[src/rtl/output_spad_writer.sv]
// Output scratchpad writer: buffers the router's non-stallable word stream in a
// small FIFO and writes it to sequential scratchpad addresses, pulsing done at the end.
module output_spad_writer #(
    parameter int SPAD_ADDR_WIDTH = 8,
    parameter int SPAD_DATA_WIDTH = 16,
    parameter int FIFO_DEPTH      = 4,
    parameter int CNT_WIDTH       = SPAD_ADDR_WIDTH + 1
) (
    input  logic                       i_clk,
    input  logic                       i_rst,
    input  logic                       i_start,
    input  logic [SPAD_ADDR_WIDTH-1:0] i_base_addr,
    input  logic [CNT_WIDTH-1:0]       i_word_count,
    input  logic [SPAD_DATA_WIDTH-1:0] i_data,
    input  logic                       i_valid,
    input  logic                       i_spad_ready,
    output logic                       o_spad_wr_en,
    output logic [SPAD_ADDR_WIDTH-1:0] o_spad_addr,
    output logic [SPAD_DATA_WIDTH-1:0] o_spad_data,
    output logic                       o_busy,
    output logic                       o_done,
    output logic                       o_error,
    output logic [CNT_WIDTH-1:0]       o_written
);

    localparam int PTR_W = (FIFO_DEPTH > 1) ? $clog2(FIFO_DEPTH) : 1;
    localparam int OCC_W = PTR_W + 1;

    typedef enum logic [1:0] {
        S_IDLE   = 2'd0,
        S_ACTIVE = 2'd1,
        S_DONE   = 2'd2
    } state_t;

    state_t                     state_q, state_d;
    logic [SPAD_ADDR_WIDTH-1:0] addr_q, addr_d;
    logic [CNT_WIDTH-1:0]       target_q, target_d;
    logic [CNT_WIDTH-1:0]       pushed_q, pushed_d;
    logic [CNT_WIDTH-1:0]       written_q, written_d;
    logic                       error_q, error_d;
    logic [PTR_W-1:0]           wr_ptr_q, wr_ptr_d;
    logic [PTR_W-1:0]           rd_ptr_q, rd_ptr_d;
    logic [OCC_W-1:0]           occ_q, occ_d;
    logic [SPAD_DATA_WIDTH-1:0] mem_q [FIFO_DEPTH];

    logic active;
    logic empty;
    logic full;
    logic pop;
    logic push;
    logic drop;

    always_comb begin
        active = (state_q == S_ACTIVE);
        empty  = (occ_q == '0);
        full   = (occ_q == OCC_W'(FIFO_DEPTH));
        pop    = active && !empty && i_spad_ready;
        // A pop frees the head slot in the same edge, so a full FIFO can still accept.
        push   = active && i_valid && (pushed_q < target_q) && (!full || pop);
        drop   = active && i_valid && !push;
    end

    always_comb begin
        state_d   = state_q;
        addr_d    = addr_q;
        target_d  = target_q;
        pushed_d  = pushed_q;
        written_d = written_q;
        error_d   = error_q;
        wr_ptr_d  = wr_ptr_q;
        rd_ptr_d  = rd_ptr_q;
        occ_d     = occ_q;

        case (state_q)
            S_IDLE: begin
                if (i_start) begin
                    addr_d    = i_base_addr;
                    target_d  = i_word_count;
                    pushed_d  = '0;
                    written_d = '0;
                    error_d   = 1'b0;
                    state_d   = (i_word_count == '0) ? S_DONE : S_ACTIVE;
                end
            end
            S_ACTIVE: begin
                if (push) begin
                    pushed_d = pushed_q + CNT_WIDTH'(1);
                    wr_ptr_d = wr_ptr_q + PTR_W'(1);
                end
                if (pop) begin
                    rd_ptr_d  = rd_ptr_q + PTR_W'(1);
                    addr_d    = addr_q + SPAD_ADDR_WIDTH'(1);
                    written_d = written_q + CNT_WIDTH'(1);
                    if ((written_q + CNT_WIDTH'(1)) == target_q) begin
                        state_d = S_DONE;
                    end
                end
                occ_d = occ_q + OCC_W'(push) - OCC_W'(pop);
                if (drop) begin
                    error_d = 1'b1;
                end
            end
            S_DONE: begin
                state_d = S_IDLE;
            end
            default: begin
                state_d = S_IDLE;
            end
        endcase
    end

    always_ff @(posedge i_clk) begin
        if (i_rst) begin
            state_q   <= S_IDLE;
            addr_q    <= '0;
            target_q  <= '0;
            pushed_q  <= '0;
            written_q <= '0;
            error_q   <= 1'b0;
            wr_ptr_q  <= '0;
            rd_ptr_q  <= '0;
            occ_q     <= '0;
        end else begin
            state_q   <= state_d;
            addr_q    <= addr_d;
            target_q  <= target_d;
            pushed_q  <= pushed_d;
            written_q <= written_d;
            error_q   <= error_d;
            wr_ptr_q  <= wr_ptr_d;
            rd_ptr_q  <= rd_ptr_d;
            occ_q     <= occ_d;
        end
    end

    // Storage carries no reset; the gated read below hides stale contents.
    always_ff @(posedge i_clk) begin
        if (push) begin
            mem_q[wr_ptr_q] <= i_data;
        end
    end

    assign o_spad_wr_en = !empty;
    assign o_spad_addr  = addr_q;
    assign o_spad_data  = empty ? '0 : mem_q[rd_ptr_q];
    assign o_busy       = active;
    assign o_done       = (state_q == S_DONE);
    assign o_error      = error_q;
    assign o_written    = written_q;

endmodule

[config.mk]
export PLATFORM = sky130hd
export DESIGN_NAME = output_spad_writer
export DESIGN_NICKNAME = d
export VERILOG_FILES = /design/src/rtl/output_spad_writer.sv
export SDC_FILE = /design/constraint.sdc
export NUM_CORES = 1
export LEC_CHECK = 0
export ABC_AREA = 1
export BUFFER_PORTS_ARGS = -buffer_cell sky130_fd_sc_hd__buf_2
export CELL_PAD_IN_SITES_DETAIL_PLACEMENT = 1
export CELL_PAD_IN_SITES_GLOBAL_PLACEMENT = 2
export CORE_MARGIN = 4
export CORE_UTILIZATION = 39
export CTS_BUF_LIST = sky130_fd_sc_hd__clkbuf_8
export CTS_CLUSTER_DIAMETER = 120
export DETAILED_ROUTE_END_ITERATION = 10
export HOLD_SLACK_MARGIN = 0.12
export PLACE_DENSITY_LB_ADDON = 0.1
export SYNTH_ARGS = -nofsm -noshare
export SYNTH_HDL_FRONTEND = slang
export SYNTH_SLANG_ARGS = --single-unit
[constraint.sdc]
create_clock -name i_clk -period 5.2 [get_ports i_clk]
set_input_delay 0.52 -clock i_clk [delete_from_list [all_inputs] [get_ports i_clk]]
set_output_delay 0.52 -clock i_clk [all_outputs]
set_load 0.1 [all_outputs]
==> results of run 1 <==
[through the flow]
step | util [%] | power (mW) | worst slack (ns) | hold WS [ns] | cells
6_report | 45.1 | 2.24 | 1.81 | 0.333 | 839
5_1_grt | 45.1 | 2.36 | 1.64 | 0.314 | 839
4_1_cts | 45.1 | 2.27 | 1.73 | 0.311 | 839
3_5_place_dp | 43.5 | 1.70 | 2.20 | 0.482 | 823
3_3_place_gp | 43.5 | 1.69 | 2.35 | 0.463 | 823
2_1_floorplan | - | 1.57 | 1.91 | 0.456 | 591
[worst max-delay path by stage]
stage / endpoint / slack (ns) / depth (start not counted) / from
after floorplan: o_spad_data[10] / 1.91 / 5 / occ_q[2]
after global placement: o_spad_data[2] / 2.35 / 5 / register
after detailed placement: o_spad_data[13] / 2.20 / 5 / register
after CTS: o_spad_data[13] / 1.73 / 5 / register
after global routing: o_spad_data[13] / 1.64 / 5 / register
final: o_spad_data[13] / 1.81 / 5 / register
[metal layers]
metal / vias up / wire, um
met2: 52 / 6570
met3: 13 / 377
li1: 2128 / -
met1: 2093 / 6580
met5: - / 0
met4: 0 / 205
[area by class of cell]
cell class              count  area (um^2)
well taps                 176          220
inverters                  47          179
clock inverters             6         76.3
clock buffers              10          138
fillers                  1587         7240
flip-flops and latches    111         2860
repair buffers             79          408
multi-input cells         410         2070
[flip-flops by register name, indices dropped and copies added (netlist names), named ones only]
| signal | count |
|---|---|
| o_spad_addr | 8 |
| occ_q | 3 |
| o_written | 9 |
| o_error | 1 |
| mem_q | 64 |
| target_q | 9 |
| wr_ptr_q | 2 |
| state_q | 2 |
| rd_ptr_q | 2 |
| pushed_q | 9 |
[kinds of logic after synthesis]
logic type,after synthesis,synth area share (%)
buffers and inverters,70,5.56
XOR/XNOR,6,1.01
adder cells (fa/ha/maj),17,4.22
AO/OA/AOI/OAI,135,13.4
flip-flops,111,54.8
AND/OR/NAND/NOR,252,21.0
[cell usage in the layout (no fill, tap or decap), drive strengths merged, types with 2 or more instances in the layout]
cell	n
o21ai	58
or2	2
a31oi	5
buf	79
nor3	2
nand2	92
a211oi	2
a21oi	65
o21bai	2
nand4	5
ha	16
inv	48
dfxtp	47
clkbuf	10
clkinv	3
edfxtp	64
o21a	2
nand3	46
nor2	104
xor2	5
[power by group through the flow]
stage                     clock [mW]  combinational [mW]  sequential (mW)
after floorplan                    0               0.467             1.10
after global placement             0               0.666             1.02
after detailed placement           0               0.679             1.03
after CTS                      0.582               0.681             1.01
after global routing           0.618               0.726             1.01
final                          0.566               0.673             1.00
[worst max-delay path: cells and delay by family, from the launching register on]
| kind | cells | cell delay, ns |
|---|---|---|
| flops | 1 | 0.86 |
| buf+inv | 2 | 1.01 |
| compound gates | 2 | 0.39 |
| simple gates | 1 | 0.20 |
==> impl_metrics.py, run 1 <==
metrics = {
    "run_status": {
        "status": "completed",
    },
    "finish": {
        "fin_area_mm2": 0.00595,
        "antenna_cells": 0,
        "nets": 713,
        "area_growth_pct": 14.0,
        "drive_above_1_share_pct": 16.9,
    },
    "yosys": {
        "synth_top_flop_cell": "edfxtp_1",
        "ys_warn_count": 0,
        "netlist.area_leader.share_pct": 36.8,
        "synthCells": 591,
        "syn_area_per_cell_um2": 8.83,
        "ys_seq_area_share_pct": 54.8,
        "async_flop_share_pct": 0,
        "synthMostInstantiatedCell": "nor2_1",
        "synthTopCellsByCount": "nor2_1, nand2_1, a21oi_1, edfxtp_1, o21ai_0",
        "synth.net_count": 646,
        "synth_seq_cells": 111,
        "yosysUniqueCellTypes": 36,
        "yosysTopAreaCell": "edfxtp_1",
        "synth_edf_count": 64,
        "syn_area_mm2": 0.00522,
        "synthTopCellsByArea": "edfxtp_1, dfxtp_1, nor2_1, nand2_1, a21oi_1",
    },
    "detailed_routing": {
        "avgViaCountPerCell": 5.11,
        "dr.pass1.iters": 6,
        "wirelength_mm": 13.7,
        "postRouteAntennaNets": 0,
        "wl_per_cell_um": 16.4,
        "drtIter0Drc": 257,
        "via_count": 4286,
        "drc_errors": 0,
    },
    "placed_design": {
        "gp_routability_congestion": 0.796,
        "placed_cell_area_mm2": 0.00574,
        "port_buffers": 74,
        "dp_hpwl_mm": 9.69,
    },
    "global_route": {
        "grt.busiest_layer": "met2",
        "grt_util_met2_pct": 30.7,
        "grt_pass1_wl_mm": 22.0,
        "grt_pass1_vias": 4318,
        "met3_usage_pct": 2.91,
        "grt_usage_pct": 18.8,
        "antenna_found_initial": 0,
        "gr-usage-met1_pct": 25.4,
        "grt_overflow": 0,
        "grt_max_degree": 34,
    },
    "sta": {
        "totalNegativeSetupSlack_ns": 0,
        "fmax_mhz": 295,
        "worstMarginPinSlew_ns": 0.898,
        "period_share_pct": 65.1,
        "finalCriticalPeriod_ns": 3.39,
        "fin_worst_skew_ns": 0.0135,
        "slew_headroom_pct": 40.1,
        "rsz0062_at_grt": "false",
        "finalSetupViolCount": 0,
        "final_hold_viol_count": 0,
        "finalMaxSlewViolations": 0,
    },
    "die": {
        "die_h_um": 124,
        "io_pins": 75,
        "dieArea_mm2": 0.0153,
        "core_area_mm2": 0.0132,
        "start_util_pct": 39.6,
        "rows": 42,
        "die_w_um": 124,
    },
    "clocking": {
        "cts_root_buf": "clkbuf_8",
        "postCtsHoldBufs": 0,
        "post_cts_buffers": 0,
        "clk_latency_ns": 0.40,
        "cts_tree": "built",
        "cts.sinks": 111,
        "cts_buffers": 9,
        "cts_max_level": 3,
        "ctsResizeCount": 0,
        "clockBufferDepth": 2,
        "path_clk_slew_ns": 0.11,
    },
    "setup_path": {
        "startpoint_type": "register",
        "reg2reg_from": "target_q[4]",
        "slowest_delay_ns": 0.86,
        "worstPathArrival_ns": 2.87,
        "crit_chain": "inv_1 -> nor2_1 -> o21ai_0 -> a21oi_1 -> buf_2",
        "required_ns": 4.68,
        "r2r_cells": 16,
        "cp_max_fo": 17,
        "slowest_stage": "dfxtp_1",
        "worst-setup-path-type": "reg2out",
        "r2r_end": "occ_q[2]",
        "r2r_setup_slack_ns": 2.33,
        "critPathCaptureType": "primary output",
    },
    "pwr": {
        "p_sw_uw": 910,
        "pwr-share-clk_pct": 25.2,
        "swShare_pct": 40.5,
        "p_leak_nw": 2.31,
        "p_comb_share_pct": 30.0,
        "ir_drop_mv": 0.171,
        "p_seq_share_pct": 44.8,
        "p_per_area_mw_per_mm2": 377,
        "intPower_mw": 1.33,
    },
    "flow_run": {
        "maxCapViolations": 0,
    },
    "min_path": {
        "hold-path-cell-count": 1,
        "min-delay-start": "i_data[11]",
        "hold_end": "mem_q[1][11]",
        "worstHoldPathType": "in2reg",
    },
}
(Power assumes the default switching activity.)
==> run 2: changes to the inputs <==
--- a/config.mk
+++ b/config.mk
@@ -10,7 +10,7 @@
 export CELL_PAD_IN_SITES_DETAIL_PLACEMENT = 1
 export CELL_PAD_IN_SITES_GLOBAL_PLACEMENT = 2
 export CORE_MARGIN = 4
-export CORE_UTILIZATION = 39
+export CORE_UTILIZATION = 32
 export CTS_BUF_LIST = sky130_fd_sc_hd__clkbuf_8
 export CTS_CLUSTER_DIAMETER = 120
 export DETAILED_ROUTE_END_ITERATION = 10
==> constraint.sdc (replaced) <==
create_clock -name i_clk -period 2.9 [get_ports i_clk]
set_input_delay 0.29 -clock i_clk [delete_from_list [all_inputs] [get_ports i_clk]]
set_output_delay 0.29 -clock i_clk [all_outputs]
set_load 0.1 [all_outputs]
==> run 2 against run 1 <==
Effect of this change: non-clock buffer count up 23; setup slack worse by 1.6 ns; sequential power up 80%; register-to-register slack worse by 2.1 ns; die area up 20%; combinational power up 84%; sequential share of layout area down 1.9 points; cell count up 7.5%.
==> impl_metrics.py, run 2 (synthesized netlist as in run 1, its figures left out) <==
metrics = {
    "placed_design": {
        "dp_hpwl_mm": 10.0,
        "gp_routability_congestion": 0.778,
        "port_buffers": 74,
        "placed_cell_area_mm2": 0.00584,
    },
    "pwr": {
        "p_per_area_mw_per_mm2": 645,
        "swShare_pct": 40.4,
        "p_seq_share_pct": 45.0,
        "p_sw_mw": 1.61,
        "p_leak_nw": 2.40,
        "intPower_mw": 2.38,
        "pwr-share-clk_pct": 23.9,
        "p_comb_share_pct": 31.1,
        "ir_drop_mv": 0.338,
    },
    "finish": {
        "area_growth_pct": 18.7,
        "final_cell_mix": "nor2_1, nand2_1, buf_2",
        "top_register": "mem_q",
        "drive_above_1_share_pct": 17.3,
        "layout.area.seq_mm2": 0.00286,
        "fin_area_mm2": 0.00620,
        "antenna_cells": 0,
        "multi_input_area_mm2": 0.00207,
        "nFillCells": 1898,
        "final_common_cell": "nor2_1",
        "largest_register_ffs": 64,
        "fin_util_pct": 38.9,
        "nets": 736,
    },
    "min_path": {
        "hold_end": "o_spad_addr[2]",
        "hold-path-cell-count": 3,
        "worstHoldPathType": "in2reg",
        "min-delay-start": "i_base_addr[2]",
    },
    "clocking": {
        "post_cts_buffers": 0,
        "cts.sinks": 111,
        "cts_buffers": 9,
        "cts_tree": "built",
        "clk_latency_ns": 0.39,
        "clockBufferDepth": 2,
        "cts_max_level": 3,
        "path_clk_slew_ns": 0.11,
        "cts_root_buf": "clkbuf_8",
    },
    "sta": {
        "fmax_mhz": 379,
        "slew_headroom_pct": 53.5,
        "fin_worst_skew_ns": 0.0147,
        "finalMaxSlewViolations": 0,
        "finalCriticalPeriod_ns": 2.64,
        "final_hold_viol_count": 0,
        "rsz0062_at_grt": "false",
        "period_share_pct": 91.1,
        "worstMarginPinSlew_ns": 0.697,
        "finalSetupViolCount": 0,
    },
    "global_route": {
        "grt_usage_pct": 16.4,
        "grt_pass1_wl_mm": 23.6,
        "grt_max_degree": 33,
        "antenna_found_initial": 0,
        "grt_overflow": 0,
        "grt_pass1_vias": 4528,
    },
    "detailed_routing": {
        "drc_errors": 0,
        "wirelength_mm": 14.3,
        "postRouteAntennaNets": 0,
        "wl_per_cell_um": 15.8,
        "drtIter0Drc": 161,
        "via_count": 4318,
        "dr.pass1.iters": 4,
        "avgViaCountPerCell": 4.79,
    },
    "setup_path": {
        "r2r_end": "occ_q[2]",
        "reg2reg_from": "target_q[6]",
        "worst-setup-path-type": "reg2reg",
        "startpoint_type": "register",
        "worstPathArrival_ns": 2.93,
        "required_ns": 3.18,
        "r2r_cells": 15,
        "critPathCaptureType": "register",
        "r2r_setup_slack_ns": 0.26,
        "cp_max_fo": 3,
    },
    "run_status": {
        "status": "completed",
    },
    "die": {
        "core_area_mm2": 0.0159,
        "rows": 46,
        "dieArea_mm2": 0.0184,
        "io_pins": 75,
        "die_h_um": 136,
        "start_util_pct": 32.7,
        "die_w_um": 136,
    },
    "flow_run": {
        "maxCapViolations": 0,
    },
}
-- run 2: layout make-up --
cell class | count | share of cell area [%]
inverters | 47 | 2.89
clock inverters | 7 | 1.13
repair buffers | 102 | 10.0
clock buffers | 9 | 2.00
well taps | 216 | 4.36
flip-flops and latches | 111 | 46.2
multi-input cells | 410 | 33.4
-- run 2: metal layers --
layer	global-route usage (%)	up-vias	part of all wire, %
met5	0	-	0
met4	3.58	0	1.1
met3	3.60	12	3.1
met2	27.2	58	48
met1	22.0	2071	48
li1	-	2177	-
-- run 2: what timing repair did --
action                                  4_1_cts  5_1_grt
endpoints found under the setup margin        0        1
gates resized for setup                       0        5
hold buffers                                 15        1
endpoints found under the hold margin        60        2
-- run 2: metrics by stage --
step | setup WS, ns | power, mW | setup TNS, ns | cells | hold slack [ns]
after global routing | 0.00813 | 4.23 | 0 | 902 | 0.147
after CTS | 0.185 | 4.08 | 0 | 901 | 0.123
after floorplan | -0.160 | 2.81 | -1.60 | 591 | 0.389
final | 0.259 | 4.00 | 0 | 902 | 0.164
after global placement | 0.279 | 3.06 | 0 | 870 | 0.468
after detailed placement | 0.217 | 3.08 | 0 | 870 | 0.478
-- run 2: critical path, cell delays in order, from the launching register on --
cell and delay (ns):
dfxtp_1 0.35, inv_1 0.07, ha_1 0.31, a21oi_1 0.16
o21a_1 0.13, nand3_1 0.13, nor2_2 0.19, nand2_4 0.06
nand2_1 0.10, nand2_1 0.06, ha_1 0.19, fa_1 0.38
a21oi_1 0.14, o21ai_1 0.09, o21ai_1 0.12, a21oi_1 0.05
-- run 2: worst max path at each step --
| stage | start | to | slack, ns | cells after the start |
|---|---|---|---|---|
| after floorplan | occ_q[2] | o_spad_data[10] | -0.16 | 5 |
| after global placement | pushed_q[2] | occ_q[2] | 0.28 | 15 |
| after detailed placement | pushed_q[2] | occ_q[2] | 0.22 | 15 |
| after CTS | pushed_q[2] | occ_q[2] | 0.19 | 15 |
| after global routing | target_q[2] | occ_q[2] | 0.008 | 16 |
| final | target_q[6] | occ_q[2] | 0.26 | 15 |
-- run 2: power groups by stage --
stage               Clock [mW]  Combinational (mW)  Sequential (mW)
global route              1.07                1.35             1.81
CTS                       1.01                1.27             1.80
floorplan                    0               0.837             1.98
detailed placement           0                1.25             1.84
global placement             0                1.23             1.83
finish                   0.955                1.24             1.80
==> run 3: changes to the inputs <==
--- a/config.mk
+++ b/config.mk
@@ -10,9 +10,10 @@
 export CELL_PAD_IN_SITES_DETAIL_PLACEMENT = 1
 export CELL_PAD_IN_SITES_GLOBAL_PLACEMENT = 2
 export CORE_MARGIN = 4
-export CORE_UTILIZATION = 32
+export CORE_UTILIZATION = 39
 export CTS_BUF_LIST = sky130_fd_sc_hd__clkbuf_8
 export CTS_CLUSTER_DIAMETER = 120
+export CTS_CLUSTER_SIZE = 8
 export DETAILED_ROUTE_END_ITERATION = 10
 export HOLD_SLACK_MARGIN = 0.12
 export PLACE_DENSITY_LB_ADDON = 0.1
==> constraint.sdc (replaced) <==
create_clock -name i_clk -period 3.3 [get_ports i_clk]
set_input_delay 0.33 -clock i_clk [delete_from_list [all_inputs] [get_ports i_clk]]
set_output_delay 0.33 -clock i_clk [all_outputs]
set_load 0.1 [all_outputs]
==> run 3 against run 2 <==
Effect of this change: cell area shrank 3.8%; total power shrank 14%; first-iteration DRC count grew 25%; critical path depth grew 1; critical endpoint unchanged; core utilization grew 6.3 points; global-route usage grew 2.4 points; non-clock buffer count shrank 17; clock power shrank 18%; fmax shrank 8.4%; setup slack gained 0.16 ns; sequential power shrank 12%.
==> impl_metrics.py, run 3 (synthesized netlist as in run 1, its figures left out) <==
metrics = {
    "finish": {
        "top_register": "mem_q",
        "final_common_cell": "nor2_1",
        "largest_register_ffs": 64,
        "final_cell_mix": "nor2_1, nand2_1, buf_2",
        "antenna_cells": 0,
        "nets": 719,
        "drive_above_1_share_pct": 17.5,
        "area_growth_pct": 14.2,
        "fin_area_mm2": 0.00596,
    },
    "die": {
        "die_h_um": 124,
        "io_pins": 75,
        "rows": 42,
        "core_area_mm2": 0.0132,
        "dieArea_mm2": 0.0153,
        "die_w_um": 124,
        "start_util_pct": 39.6,
    },
    "sta": {
        "rsz0062_at_grt": "false",
        "final_hold_viol_count": 0,
        "slew_headroom_pct": 52.7,
        "fmax_mhz": 347,
        "totalNegativeSetupSlack_ns": 0,
        "period_share_pct": 87.4,
        "finalMaxSlewViolations": 0,
        "finalCriticalPeriod_ns": 2.88,
        "worst_slack_ns": 0.416,
        "fin_worst_skew_ns": 0.0135,
        "finalSetupViolCount": 0,
        "fin_hold_ws_ns": 0.150,
        "worstMarginPinSlew_ns": 0.709,
    },
    "clocking": {
        "cts_root_buf": "clkbuf_8",
        "cts_tree": "built",
        "cts_buffers": 9,
        "postCtsHoldBufs": 0,
        "clk_latency_ns": 0.39,
        "cts.sinks": 111,
        "ctsResizeCount": 0,
        "post_cts_buffers": 0,
        "path_clk_slew_ns": 0.11,
        "cts_max_level": 3,
        "clockBufferDepth": 2,
    },
    "detailed_routing": {
        "via_count": 4314,
        "wirelength_mm": 13.8,
        "wl_per_cell_um": 16.3,
        "drc_errors": 0,
        "drtIter0Drc": 202,
        "avgViaCountPerCell": 5.11,
        "highest_layer": "met4",
        "met1_length_mm": 6.59,
        "wl_met3_um": 461,
        "dr.pass1.iters": 4,
        "postRouteAntennaNets": 0,
        "dr_wl_met2_mm": 6.55,
    },
    "global_route": {
        "grt_pass1_wl_mm": 22.0,
        "grt_pass1_vias": 4314,
        "antenna_found_initial": 0,
        "grt_usage_pct": 18.8,
        "grt_max_degree": 33,
        "grt_overflow": 0,
    },
    "placed_design": {
        "gp_routability_congestion": 0.799,
        "placed_cell_area_mm2": 0.00578,
        "place_ws_ns": 0.403,
        "dp_hpwl_mm": 9.79,
        "port_buffers": 74,
    },
    "flow_run": {
        "maxCapViolations": 0,
    },
    "setup_path": {
        "required_ns": 3.59,
        "critPathCaptureType": "register",
        "cp_max_fo": 18,
        "worstPathArrival_ns": 3.17,
        "startpoint_type": "register",
        "worst-setup-path-type": "reg2reg",
    },
    "pwr": {
        "p_comb_share_pct": 31.1,
        "p_per_area_mw_per_mm2": 577,
        "p_sw_mw": 1.43,
        "intPower_mw": 2.01,
        "ir_drop_mv": 0.195,
        "p_leak_nw": 2.33,
        "swShare_pct": 41.5,
        "p_seq_share_pct": 46.0,
        "pwr-share-clk_pct": 22.9,
    },
    "min_path": {
        "worstHoldPathType": "in2reg",
    },
    "run_status": {
        "status": "completed",
    },
}
## run 3: worst paths after layout
kind                     from          end  slack (ns)  depth (start not counted)
setup reg to reg  target_q[4]     occ_q[2]        0.42                         16
hold / removal      i_data[3]  mem_q[2][3]        0.15                          1
hold reg to reg       o_error      o_error        0.49                          2
setup / recovery  target_q[4]     occ_q[2]        0.42                         16
## run 3: final cells by class
| type | instances | area, um^2 |
|---|---|---|
| fillers | 1582 | 7230 |
| multi-input cells | 410 | 2070 |
| clock buffers | 9 | 124 |
| repair buffers | 85 | 453 |
| flip-flops and latches | 111 | 2860 |
| well taps | 176 | 220 |
| clock inverters | 7 | 56.3 |
| inverters | 47 | 179 |
## run 3: stage by stage
stage	instances	power, mW	util (%)
3_3_place_gp	829	2.67	43.8
6_report	845	3.44	45.2
3_5_place_dp	829	2.70	43.8
5_1_grt	845	3.64	45.2
2_1_floorplan	591	2.47	-
4_1_cts	845	3.49	45.2
## run 3: critical path, stage by stage (launching register included)
cell and delay (ns):
dfxtp_1 0.35, inv_1 0.08, ha_1 0.31, a21oi_1 0.15, o21ai_0 0.11, nand2_1 0.07
nand3_1 0.11, nor2_2 0.17, nand2_4 0.16, nand2_1 0.14, nand2_1 0.07, ha_1 0.19
fa_1 0.39, a21oi_1 0.16, o21ai_0 0.12, o21ai_0 0.16, a21oi_1 0.06
## run 3: power by group through the flow
stage	clock network [mW]	logic, mW	registers [mW]
floorplan	0	0.735	1.74
global placement	0	1.06	1.61
detailed placement	0	1.08	1.62
CTS	0.822	1.08	1.59
global route	0.889	1.15	1.59
finish	0.787	1.07	1.58
## run 3: metal layers
layer,vias to the layer above,track usage (%)
li1,2148,-
met1,2090,25.5
met2,65,31.0
met3,11,2.72
met4,0,6.23
met5,-,0
